--- src/rtl/alarm_tone_pkg.sv ---
// Shared register map, field indices and address-decode enum for the alarm tone block.
// Optional IRQ support is selected with the ALARM_TONE_IRQ_EN macro.
package alarm_tone_pkg;

  localparam logic [31:0] OFS_CTRL     = 32'h00;
  localparam logic [31:0] OFS_STATUS   = 32'h04;
  localparam logic [31:0] OFS_START    = 32'h08;
  localparam logic [31:0] OFS_IRQ_MASK = 32'h0C;
  localparam logic [31:0] OFS_CH_BASE  = 32'h10;
  localparam int unsigned CH_STRIDE    = 8;

  localparam int unsigned CTRL_EN_BIT     = 0;
  localparam int unsigned CTRL_SRST_BIT   = 1;
  localparam int unsigned STATUS_BUSY_LSB = 0;
  localparam int unsigned STATUS_DONE_LSB = 8;

  localparam int unsigned DUR_W = 16;

  typedef enum logic [2:0] {
    DEC_NONE,
    DEC_CTRL,
    DEC_STATUS,
    DEC_START,
    DEC_IRQ_MASK,
    DEC_HALF,
    DEC_DUR
  } dec_e;

  // Byte-lane write merge: lanes with strb clear keep the old value.
  function automatic logic [31:0] lane_merge(input logic [31:0] old_val,
                                             input logic [31:0] wdata,
                                             input logic [3:0]  strb);
    logic [31:0] mask;
    mask = '0;
    for (int b = 0; b < 4; b++) mask[8*b +: 8] = {8{strb[b]}};
    return (old_val & ~mask) | (wdata & mask);
  endfunction

endpackage

--- src/rtl/alarm_tone_ch.sv ---
// One tone channel: half-period counter driving a square wave, plus a duration
// counter that ends the tone and latches a W1C done flag.
module alarm_tone_ch
  import alarm_tone_pkg::*;
#(
  parameter int unsigned CNT_W = 20
) (
  input  logic             pclk_i,
  input  logic             presetn_i,
  input  logic             en,
  input  logic             srst,
  input  logic             start,
  input  logic             done_clr,
  input  logic             tick,
  input  logic [CNT_W-1:0] half,
  input  logic [DUR_W-1:0] dur,
  output logic             busy,
  output logic             done,
  output logic             square
);

  localparam int unsigned CW1 = CNT_W + 1;

  logic [CNT_W-1:0] cnt_q;
  logic [DUR_W-1:0] dur_cnt_q;
  logic             wrap_c;
  logic             expire_c;
  logic             degen_c;
  logic             done_set_c;

  // ">=" rather than "==" so a HALF shrunk below the running count wraps at once.
  always_comb begin
    wrap_c     = (CW1'(cnt_q) + CW1'(1)) >= CW1'(half);
    expire_c   = busy && en && tick && (dur_cnt_q == DUR_W'(1));
    degen_c    = (half == '0) || (dur == '0);
    done_set_c = start ? degen_c : expire_c;
  end

  always_ff @(posedge pclk_i or negedge presetn_i) begin
    if (!presetn_i) begin
      busy      <= 1'b0;
      done      <= 1'b0;
      square    <= 1'b0;
      cnt_q     <= '0;
      dur_cnt_q <= '0;
    end else if (srst) begin
      busy      <= 1'b0;
      done      <= 1'b0;
      square    <= 1'b0;
      cnt_q     <= '0;
      dur_cnt_q <= '0;
    end else begin
      done <= done_set_c | (done & ~done_clr);
      if (start) begin
        busy      <= ~degen_c;
        square    <= 1'b0;
        cnt_q     <= '0;
        dur_cnt_q <= dur;
      end else if (expire_c) begin
        busy      <= 1'b0;
        square    <= 1'b0;
        cnt_q     <= '0;
        dur_cnt_q <= '0;
      end else if (busy && en) begin
        if (tick) dur_cnt_q <= dur_cnt_q - DUR_W'(1);
        if (wrap_c) begin
          cnt_q  <= '0;
          square <= ~square;
        end else begin
          cnt_q <= cnt_q + CNT_W'(1);
        end
      end
    end
  end

endmodule

--- src/rtl/alarm_tone_apb.sv ---
// APB-controlled multi-channel alarm tone generator mixing square waves onto aud_pwm.
// Define ALARM_TONE_IRQ_EN to add irq_o and the IRQ_MASK register at 0x0C.
module alarm_tone_apb
  import alarm_tone_pkg::*;
#(
  parameter int unsigned NUM_CH = 4,
  parameter int unsigned CNT_W  = 20,
  parameter int unsigned PRESC  = 100000
) (
  input  logic        pclk_i,
  input  logic        presetn_i,
  input  logic [31:0] paddr_i,
  input  logic        psel_i,
  input  logic        penable_i,
  input  logic        pwrite_i,
  input  logic [31:0] pwdata_i,
  input  logic [3:0]  pstrb_i,
  output logic        pready_o,
  output logic [31:0] prdata_o,
  output logic        pslverr_o,
  output logic        aud_pwm
`ifdef ALARM_TONE_IRQ_EN
  ,
  output logic        irq_o
`endif
);

  localparam int unsigned CH_W    = (NUM_CH > 1) ? $clog2(NUM_CH) : 1;
  localparam int unsigned PRESC_W = (PRESC > 1) ? $clog2(PRESC) : 1;
  localparam logic [31:0] CH_END  = OFS_CH_BASE + 32'(CH_STRIDE * NUM_CH);

  logic               en_q;
  logic [PRESC_W-1:0] presc_q;
  logic               tick_c;
  logic [CNT_W-1:0]   half_q [NUM_CH];
  logic [DUR_W-1:0]   dur_q  [NUM_CH];
  logic [NUM_CH-1:0]  busy;
  logic [NUM_CH-1:0]  done;
  logic [NUM_CH-1:0]  square;
  logic [NUM_CH-1:0]  start_c;
  logic [NUM_CH-1:0]  done_clr_c;
`ifdef ALARM_TONE_IRQ_EN
  logic [NUM_CH-1:0]  irq_mask_q;
`endif

  dec_e               dec_c;
  logic [CH_W-1:0]    dec_ch_c;
  logic               err_c;
  logic               setup_c;
  logic               wr_ok_c;
  logic               srst_c;
  logic [31:0]        rdata_c;

  assign pready_o = 1'b1;

  // Address decode; misaligned addresses never match and fall through to DEC_NONE.
  always_comb begin
    dec_c    = DEC_NONE;
    dec_ch_c = '0;
    if (paddr_i == OFS_CTRL) begin
      dec_c = DEC_CTRL;
    end else if (paddr_i == OFS_STATUS) begin
      dec_c = DEC_STATUS;
    end else if (paddr_i == OFS_START) begin
      dec_c = DEC_START;
`ifdef ALARM_TONE_IRQ_EN
    end else if (paddr_i == OFS_IRQ_MASK) begin
      dec_c = DEC_IRQ_MASK;
`endif
    end else if ((paddr_i[1:0] == 2'b00) && (paddr_i >= OFS_CH_BASE) && (paddr_i < CH_END)) begin
      dec_c    = paddr_i[2] ? DEC_DUR : DEC_HALF;
      dec_ch_c = CH_W'((paddr_i - OFS_CH_BASE) >> 3);
    end
  end

  always_comb begin
    err_c   = (dec_c == DEC_NONE) ||
              (pwrite_i && (dec_c == DEC_STATUS) && pstrb_i[0] &&
               (pwdata_i[STATUS_BUSY_LSB +: NUM_CH] != '0));
    setup_c = psel_i && !penable_i;
    wr_ok_c = psel_i && penable_i && pwrite_i && !err_c;
    srst_c  = wr_ok_c && (dec_c == DEC_CTRL) && pstrb_i[0] && pwdata_i[CTRL_SRST_BIT];
  end

  always_comb begin
    start_c    = '0;
    done_clr_c = '0;
    for (int i = 0; i < NUM_CH; i++) begin
      start_c[i]    = wr_ok_c && (dec_c == DEC_START) && pstrb_i[0] && pwdata_i[i];
      done_clr_c[i] = wr_ok_c && (dec_c == DEC_STATUS) && pstrb_i[1] &&
                      pwdata_i[STATUS_DONE_LSB + i];
    end
  end

  always_comb begin
    rdata_c = '0;
    case (dec_c)
      DEC_CTRL:     rdata_c[CTRL_EN_BIT] = en_q;
      DEC_STATUS: begin
        rdata_c[STATUS_BUSY_LSB +: NUM_CH] = busy;
        rdata_c[STATUS_DONE_LSB +: NUM_CH] = done;
      end
      DEC_HALF:     rdata_c = 32'(half_q[dec_ch_c]);
      DEC_DUR:      rdata_c = 32'(dur_q[dec_ch_c]);
`ifdef ALARM_TONE_IRQ_EN
      DEC_IRQ_MASK: rdata_c = 32'(irq_mask_q);
`endif
      default:      rdata_c = '0;
    endcase
  end

  // Configuration registers; SRST deliberately leaves these untouched.
  always_ff @(posedge pclk_i or negedge presetn_i) begin
    if (!presetn_i) begin
      en_q <= 1'b0;
      for (int i = 0; i < NUM_CH; i++) begin
        half_q[i] <= '0;
        dur_q[i]  <= '0;
      end
`ifdef ALARM_TONE_IRQ_EN
      irq_mask_q <= '0;
`endif
    end else if (wr_ok_c) begin
      case (dec_c)
        DEC_CTRL: if (pstrb_i[0]) en_q <= pwdata_i[CTRL_EN_BIT];
        DEC_HALF: half_q[dec_ch_c] <= CNT_W'(lane_merge(32'(half_q[dec_ch_c]), pwdata_i, pstrb_i));
        DEC_DUR:  dur_q[dec_ch_c]  <= DUR_W'(lane_merge(32'(dur_q[dec_ch_c]), pwdata_i, pstrb_i));
`ifdef ALARM_TONE_IRQ_EN
        DEC_IRQ_MASK: if (pstrb_i[0]) irq_mask_q <= pwdata_i[NUM_CH-1:0];
`endif
        default: ;
      endcase
    end
  end

  // Response captured in the setup phase so it is already valid during the access phase.
  always_ff @(posedge pclk_i or negedge presetn_i) begin
    if (!presetn_i) begin
      prdata_o  <= '0;
      pslverr_o <= 1'b0;
    end else begin
      pslverr_o <= setup_c && err_c;
      prdata_o  <= (setup_c && !pwrite_i && !err_c) ? rdata_c : '0;
    end
  end

  assign tick_c = en_q && (presc_q == PRESC_W'(PRESC - 1));

  always_ff @(posedge pclk_i or negedge presetn_i) begin
    if (!presetn_i) begin
      presc_q <= '0;
    end else if (srst_c) begin
      presc_q <= '0;
    end else if (en_q) begin
      presc_q <= tick_c ? '0 : presc_q + PRESC_W'(1);
    end
  end

  for (genvar g = 0; g < NUM_CH; g++) begin : g_ch
    alarm_tone_ch #(
      .CNT_W (CNT_W)
    ) u_ch (
      .pclk_i    (pclk_i),
      .presetn_i (presetn_i),
      .en        (en_q),
      .srst      (srst_c),
      .start     (start_c[g]),
      .done_clr  (done_clr_c[g]),
      .tick      (tick_c),
      .half      (half_q[g]),
      .dur       (dur_q[g]),
      .busy      (busy[g]),
      .done      (done[g]),
      .square    (square[g])
    );
  end

  always_ff @(posedge pclk_i or negedge presetn_i) begin
    if (!presetn_i) begin
      aud_pwm <= 1'b0;
    end else if (srst_c) begin
      aud_pwm <= 1'b0;
    end else begin
      aud_pwm <= en_q && |(square & busy);
    end
  end

`ifdef ALARM_TONE_IRQ_EN
  always_ff @(posedge pclk_i or negedge presetn_i) begin
    if (!presetn_i) begin
      irq_o <= 1'b0;
    end else begin
      irq_o <= |(done & irq_mask_q);
    end
  end
`endif

endmodule

--- config.mk ---
export PLATFORM = sky130hd
export DESIGN_NAME = alarm_tone_apb
export DESIGN_NICKNAME = d
export VERILOG_FILES = /design/src/rtl/alarm_tone_pkg.sv /design/src/rtl/alarm_tone_ch.sv /design/src/rtl/alarm_tone_apb.sv
export SDC_FILE = /design/constraint.sdc
export NUM_CORES = 1
export LEC_CHECK = 0
export BUFFER_PORTS_ARGS = -buffer_cell sky130_fd_sc_hd__clkbuf_2
export CORE_UTILIZATION = 60
export CTS_CLUSTER_SIZE = 25
export DETAILED_ROUTE_END_ITERATION = 16
export GPL_ROUTABILITY_DRIVEN = 0
export PLACE_DENSITY = 0.8
export SETUP_SLACK_MARGIN = 0.05
export SLEW_MARGIN = 15
export SYNTH_ARGS = -nofsm -noshare
export SYNTH_HDL_FRONTEND = slang
export SYNTH_SLANG_ARGS = --single-unit
--- constraint.sdc ---
create_clock -name pclk_i -period 6.2 [get_ports pclk_i]
set_input_delay 0 -clock pclk_i [delete_from_list [all_inputs] [get_ports pclk_i]]
set_output_delay 0 -clock pclk_i [all_outputs]
set_load 0.005 [all_outputs]
# --- After elaboration in Yosys (flattened, before gate mapping) ---
# Index checks and enable logic that the tools add are counted.
op_classes:
  bitwise: 28
  n_reduce_logical: 91
  eq_ne: 12
  mux: 111
  addsub: 14
  magnitude_cmp: 8
op_table:
  columns: ["cell", "n"]
  rows:
  - ["two-way mux 20 bit", 23]
  - ["two-way mux 16 bit", 23]
  - ["adder 20 x 1 -> 21 bit (second input constant)", 4]
  - [">= comparator 21 x 20 -> 1 bit", 4]
  - ["adder 20 x 1 -> 20 bit (second input constant)", 4]
  - ["bitwise mux 80 bit", 1]
  - ["logical NOT 20 bit", 4]
  - ["bitwise mux 64 bit", 1]
  - ["== test 16 x 1 -> 1 bit (second input constant)", 4]
  - ["logical NOT 16 bit", 4]
  - ["subtractor 16 x 1 -> 16 bit (second input constant)", 4]
  - ["nonzero test 4 bit", 13]
  - ["two-way mux 17 bit", 3]
  - ["logical AND 1 bit", 42]
  - ["two-way mux 1 bit", 41]
  - ["AND 20 bit", 2]
  - ["binary-select mux 20 bit (select 2 bit)", 1]
  - ["demux 20 bit (select 2 bit)", 1]
  - ["binary-select mux 16 bit (select 2 bit)", 1]
  - ["demux 16 bit (select 2 bit)", 1]
  - ["== test 32 x 3 -> 1 bit (second input constant)", 1]
  - ["== test 32 x 4 -> 1 bit (second input constant)", 1]
  - [">= comparator 32 x 5 -> 1 bit (second input constant)", 1]
  - ["logical NOT 32 bit", 1]
  - ["other kinds (35)", 79]
totals:
  output_inout_bits: 35
  elab_cells: 297
  regBits: 352

# --- Longest topological paths before layout ---
logic_depth:
  depth_word: 21
  ltp_mapped: 18
  ltp_nobuf: 15

# --- Hierarchy ---
# Synthesis repeated with hierarchy kept, for this count alone.
unflattened:
  hier_cells: 2593
  hier_area_um2: 22167.5
modules_own_cells:
  columns: ["mod", "n_inst", "area_per_inst_um2", "cells_each", "seq_area_each_um2"]
  rows:
  - ["alarm_tone_apb", 1, 9872.0, 1067, 4604.4]
  - ["alarm_tone_ch (g_ch[1].u_ch ...)", 2, 3106.7, 394, 975.9]
  - ["alarm_tone_ch (g_ch[3].u_ch)", 1, 3083.0, 373, 975.9]
  - ["alarm_tone_ch (g_ch[0].u_ch)", 1, 2999.1, 365, 975.9]

# --- Worst setup path after synthesis ---
# OpenSTA, ideal clock, no wires.
synth_path:
  kind: "input -> register"
  from: "input port paddr_i[18]"
  to: "register g_ch[3].u_ch.dur_cnt_q[11]"
  arrival_time_ns: 3.909
  t_required_ns: 6.071
  setup_ns: 0.129
  stages: 17
  slack_ns: 2.161
  path_cell_list: "or4_4 > or3_1 > nor2_1 > clkbuf_1 > clkbuf_1 > o21ai_0 > ha_1 > and4b_1 > o21ai_0 > a21oi_1 > and3_1 > buf_2 > or2_2 > clkbuf_1 > clkbuf_1 > o21ai_0 > o2bb2ai_1"
synth_via:
  elab_chain_cells: 19
  word_cells_on_any_way: 32
synth_lines:
  columns: ["element", "line_no", "rtl"]
  rows:
  - ["from (decl)", "alarm_tone_apb.sv:12", "input logic [31:0] paddr_i,"]
  - [">= comparator 32 x 5 -> 1 bit", "alarm_tone_apb.sv:70", "end else if ((paddr_i[1:0] == 2'b00) && (paddr_i >= OFS_CH_BASE) && (paddr_i < CH_END)) begin"]
  - ["logical AND 1 bit (2 in a row)", "alarm_tone_apb.sv:70", null]
  - ["two-way mux 3 bit", "alarm_tone_apb.sv:70", null]
  - ["two-way mux 3 bit", "alarm_tone_apb.sv:64", "end else if (paddr_i == OFS_START) begin"]
  - ["two-way mux 3 bit", "alarm_tone_apb.sv:62", "end else if (paddr_i == OFS_STATUS) begin"]
  - ["two-way mux 3 bit *", "alarm_tone_apb.sv:60", "if (paddr_i == OFS_CTRL) begin"]
  - ["== test 3 x 2 -> 1 bit", "alarm_tone_apb.sv:78", "(pwrite_i && (dec_c == DEC_STATUS) && pstrb_i[0] &&"]
  - ["logical AND 1 bit (3 in a row)", "alarm_tone_apb.sv:78", null]
  - ["logical OR 1 bit", "alarm_tone_apb.sv:77", "err_c = (dec_c == DEC_NONE) ||"]
  - ["logical NOT 1 bit", "alarm_tone_apb.sv:81", "wr_ok_c = psel_i && penable_i && pwrite_i && !err_c;"]
  - ["logical AND 1 bit", "alarm_tone_apb.sv:81", null]
  - ["logical AND 1 bit (on tied branches) (3 in a row)", "alarm_tone_apb.sv:82, alarm_tone_apb.sv:89", null]
  - ["nonzero test 4 bit (no line) or two-way mux 16 bit (tied branches)", null, null]
  - ["AND reduction 2 bit (no line) or two-way mux 16 bit (tied branches)", null, null]
  - ["to (signal assigned)", "alarm_tone_ch.sv:58", "dur_cnt_q <= dur;"]
  - ["to (signal assigned)", "alarm_tone_ch.sv:65", "if (tick) dur_cnt_q <= dur_cnt_q - DUR_W'(1);"]
  - ["to (decl)", "alarm_tone_ch.sv:25", "logic [DUR_W-1:0] dur_cnt_q;"]
# Mark *: on every way between the ends. The rest lies on a longest branch, timed or not.
# A chain may end at the register's enable or synchronous reset.

# --- Worst setup path in the final report ---
layout_path:
  from: "input port paddr_i[11]"
  to: "register g_ch[3].u_ch.dur_cnt_q[14]"
# Same word-level chain as after synthesis.

==> run_results.csv <==
group,metric,value,unit
routing,antenna_left,0,
clock_network,clkTransAtPathRegs,60,ps
sta,hold_viol,0,
clock_network,cts_setup_buffers,0,
sta,fmax,205,MHz
place,port_buffers,81,
clock_network,clockBufferDepth,3,
routing,initialDrtViolationCount,2276,
yosys,ys.flop_type,"dfrtp_1",
floorplan,die-width,188,um
yosys,synth.avg_cell_area,8.59,um2
yosys,ys_seq_area_frac,0.409,
clock_network,clockRootBuffer,"clkbuf_16",
global_route,antenna_found_initial,1,
global_route,grt_overflow_total,0,
floorplan,die_area,0.0354,mm2
global_route,grt_pass1_wl,96.4,mm
global_route,grt_pass1_vias,18100,
sta,tns,0,ps
clock_network,clock_latency,530,ps
worst_setup_path,ff2ff_setup_slack,1720,ps
floorplan,core_area,0.0338,mm2
clock_network,cts_tree,"done",
yosys,yosysMostFrequentCell,"dfrtp_1",
clock_network,cts_sinks,340,
yosys,synth_edf_count,0,
min_path,min_to,"half_q[4]",
yosys,synth.cell_area,0.0208,mm2
routing,postRouteWirelength,61.1,mm
clock_network,numCtsBuffers,38,
power,p_leak,0.00985,uW
floorplan,fp-row-count,67,
yosys,ys_async_sr_fraction,1.00,
worst_setup_path,worstPathMaxFanout,22,
worst_setup_path,reg2reg_from,"g_ch[3].u_ch.cnt_q[0]",
yosys,syn_inst,2420,
yosys,synth.distinct_cells,81,
worst_setup_path,crit_type,"primary input to flop",
cells_and_area,fin_nets,2619,
min_path,min-delay-start,"pwdata_i[4]",
worst_setup_path,crit_arrival,5290,ps
outcome,status,"completed",
routing,dr.pass1.iters,7,
cells_and_area,antennaDiodeCount,0,
worst_setup_path,required,6610,ps
yosys,synth_area_leaders,"dfrtp_1 41%, ha_1 5.8%, nand2_1 5.3%, o21ai_0 3.9%, a21oi_1 3.9%",
sta,maxSlewHeadroom,0.191,
sta,setup_viol,0,
cells_and_area,multi_input_area,0.0113,mm2
cells_and_area,num-fill-cells,2629,
routing,via_per_inst,6.62,
floorplan,pin_count,108,
yosys,ys_seq_elements,340,
yosys,synth_top_area_cell,"dfrtp_1",
worst_setup_path,regToRegEndpoint,"g_ch[3].u_ch.cnt_q[5]",
cells_and_area,fin_util,0.676,
power,powerDensity,200,mW/mm2
floorplan,chipHeight,188,um
flow_run,cap_violations,0,
yosys,synthTopCellsByCount,"340 x dfrtp_1, 294 x nand2_1, 199 x nor2_1",
sta,drv_slew,0,
worst_setup_path,rr_worst_depth,12,
worst_setup_path,crit_chain,"clkbuf_2, or4_1, or3_1, nor2_2, nand2_1, nor2_1, inv_1, ha_1, buf_4, nand3_1, o21ai_0, a21oi_1, and3_1, or2_0, o31ai_1, a22o_1",
routing,avgRoutedWirePerCell,20.9,um
worst_setup_path,critPathLaunchType,"primary input",
cells_and_area,area_growth,9.77,%
min_path,hold_class,"primary input to flop",
min_path,hold_path_depth,3,
sta,fin_skew,13.2,ps
cells_and_area,final_layout_size_suffix_gt1_frac,0.102,
sta,fin_crit,4880,ps
place,dpl.hpwl,44.0,mm
yosys,yosys.area.top_type_share,0.409,
worst_setup_path,max_stage_delay,700,ps
floorplan,initial_core_util,0.615,
sta,period_share,0.787,
routing,drc,0,
worst_setup_path,slowest_stage,"or2_0",
global_route,grt_max_degree,167,
worst_setup_path,end_kind,"flop",
clock_network,cts_htree_levels,2,
global_route,grt_usage,0.343,
sta,rsz0062_at_grt,"false",
power,ir_worst_vdd,0.189,mV
cells_and_area,seqCellArea,0.00851,mm2
yosys,synth_warnings,0,
sta,worstMarginPinSlew,1210,ps
routing,num_vias,19300,
## through the flow
stage	hold slack, ps	setup WS [ps]	instances	cell area [um2]	power, uW
2_1_floorplan	-296	2160	2431	20800	2310
3_3_place_gp	104	1150	2838	21400	2400
3_5_place_dp	95.2	884	2838	21400	2400
4_1_cts	0.161	1460	2922	22800	4570
5_1_grt	8.22	941	2923	22800	4680
6_report	33.6	1320	2923	22800	4570
## registers in the layout (all words and copies together) (netlist names)
register             count
g_ch.u_ch.cnt_q         80
half_q                  80
dur_q                   64
g_ch.u_ch.dur_cnt_q     64
prdata_o                20
presc_q                 17
g_ch.u_ch.busy           4
g_ch.u_ch.done           4
g_ch.u_ch.square         4
aud_pwm                  1
en_q                     1
pslverr_o                1
## worst max-delay path: cells and delay by family
kind / cells / cell delay, ps
buffers and inverters: 3 / 400
adders and majority gates: 1 / 210
AOI/OAI and AO/OA: 4 / 1230
and+or+nand+nor: 8 / 3450
## layout make-up
class | count | share of cell area
multi-input cells | 1828 | 0.496
flip-flops and latches | 340 | 0.373
clock buffers | 52 | 0.0480
repair buffers | 125 | 0.0353
well taps | 448 | 0.0246
inverters | 116 | 0.0191
clock inverters | 14 | 0.00450
## power by group
group / leakage (uW) / internal (uW) / switching (uW)
logic: 0.00471 / 41.2 / 113
clock network: 0.000604 / 1280 / 920
registers: 0.00454 / 2220 / 0.130
total: 0.00985 / 3540 / 1030
## cell families after synthesis
group,synth area share
buf+inv,0.0515
flops,0.409
other cells,0.000361
compound gates,0.200
mux,0.0248
simple gates,0.221
fa+ha+maj,0.0584
xor+xnor,0.0350
## how the worst max path moves through the flow
stage | start | end | slack [ps] | depth (start not counted)
3_3_place_gp | paddr_i[11] | g_ch[3].u_ch.cnt_q[15] | 1150 | 15
3_5_place_dp | paddr_i[11] | g_ch[3].u_ch.cnt_q[15] | 880 | 15
4_1_cts | paddr_i[11] | g_ch[3].u_ch.cnt_q[15] | 1460 | 15
5_1_grt | paddr_i[11] | g_ch[3].u_ch.dur_cnt_q[14] | 940 | 16
2_1_floorplan | paddr_i[18] | g_ch[3].u_ch.dur_cnt_q[11] | 2160 | 17
6_report | paddr_i[11] | g_ch[3].u_ch.dur_cnt_q[14] | 1320 | 16
## routing by layer
metal | vias up | routed length [um] | GRT usage
li1 | 8822 | - | -
met1 | 9250 | 25100 | 0.474
met2 | 1056 | 27000 | 0.521
met3 | 210 | 6160 | 0.0670
met4 | 0 | 2860 | 0.154
met5 | - | 0 | 0
## layout by cell type (no fill, tap or decap), types with 12 or more instances in the layout
| cell type | count |
|---|---|
| and3_1 | 31 |
| mux2_2 | 30 |
| nor2_1 | 194 |
| o221ai_1 | 21 |
| o2bb2ai_1 | 15 |
| inv_1 | 116 |
| nand3_1 | 114 |
| o31ai_1 | 22 |
| dfrtp_1 | 340 |
| a21oi_1 | 161 |
| nor3_1 | 60 |
| o21ai_0 | 161 |
| a22o_1 | 19 |
| a31oi_1 | 36 |
| a22oi_1 | 17 |
| o22ai_1 | 48 |
| buf_4 | 24 |
| or2_2 | 13 |
| clkbuf_2 | 80 |
| o21a_1 | 24 |
| xor2_1 | 30 |
| nand4_1 | 43 |
| xnor2_1 | 53 |
| a32o_1 | 15 |
| conb_1 | 13 |
| nand2_1 | 294 |
| dlygate4sd3_1 | 19 |
| nor4_1 | 66 |
| nand2b_1 | 12 |
| or3_1 | 27 |
| ha_1 | 97 |
| and2_1 | 21 |
| clkbuf_16 | 39 |
## what timing repair did
item,CTS,global route
endpoints found under the hold margin,128,2
hold buffers,18,1
setup endpoints to repair,0,0
resized for setup,0,0
No activity file was read; power rests on OpenSTA's default activity.
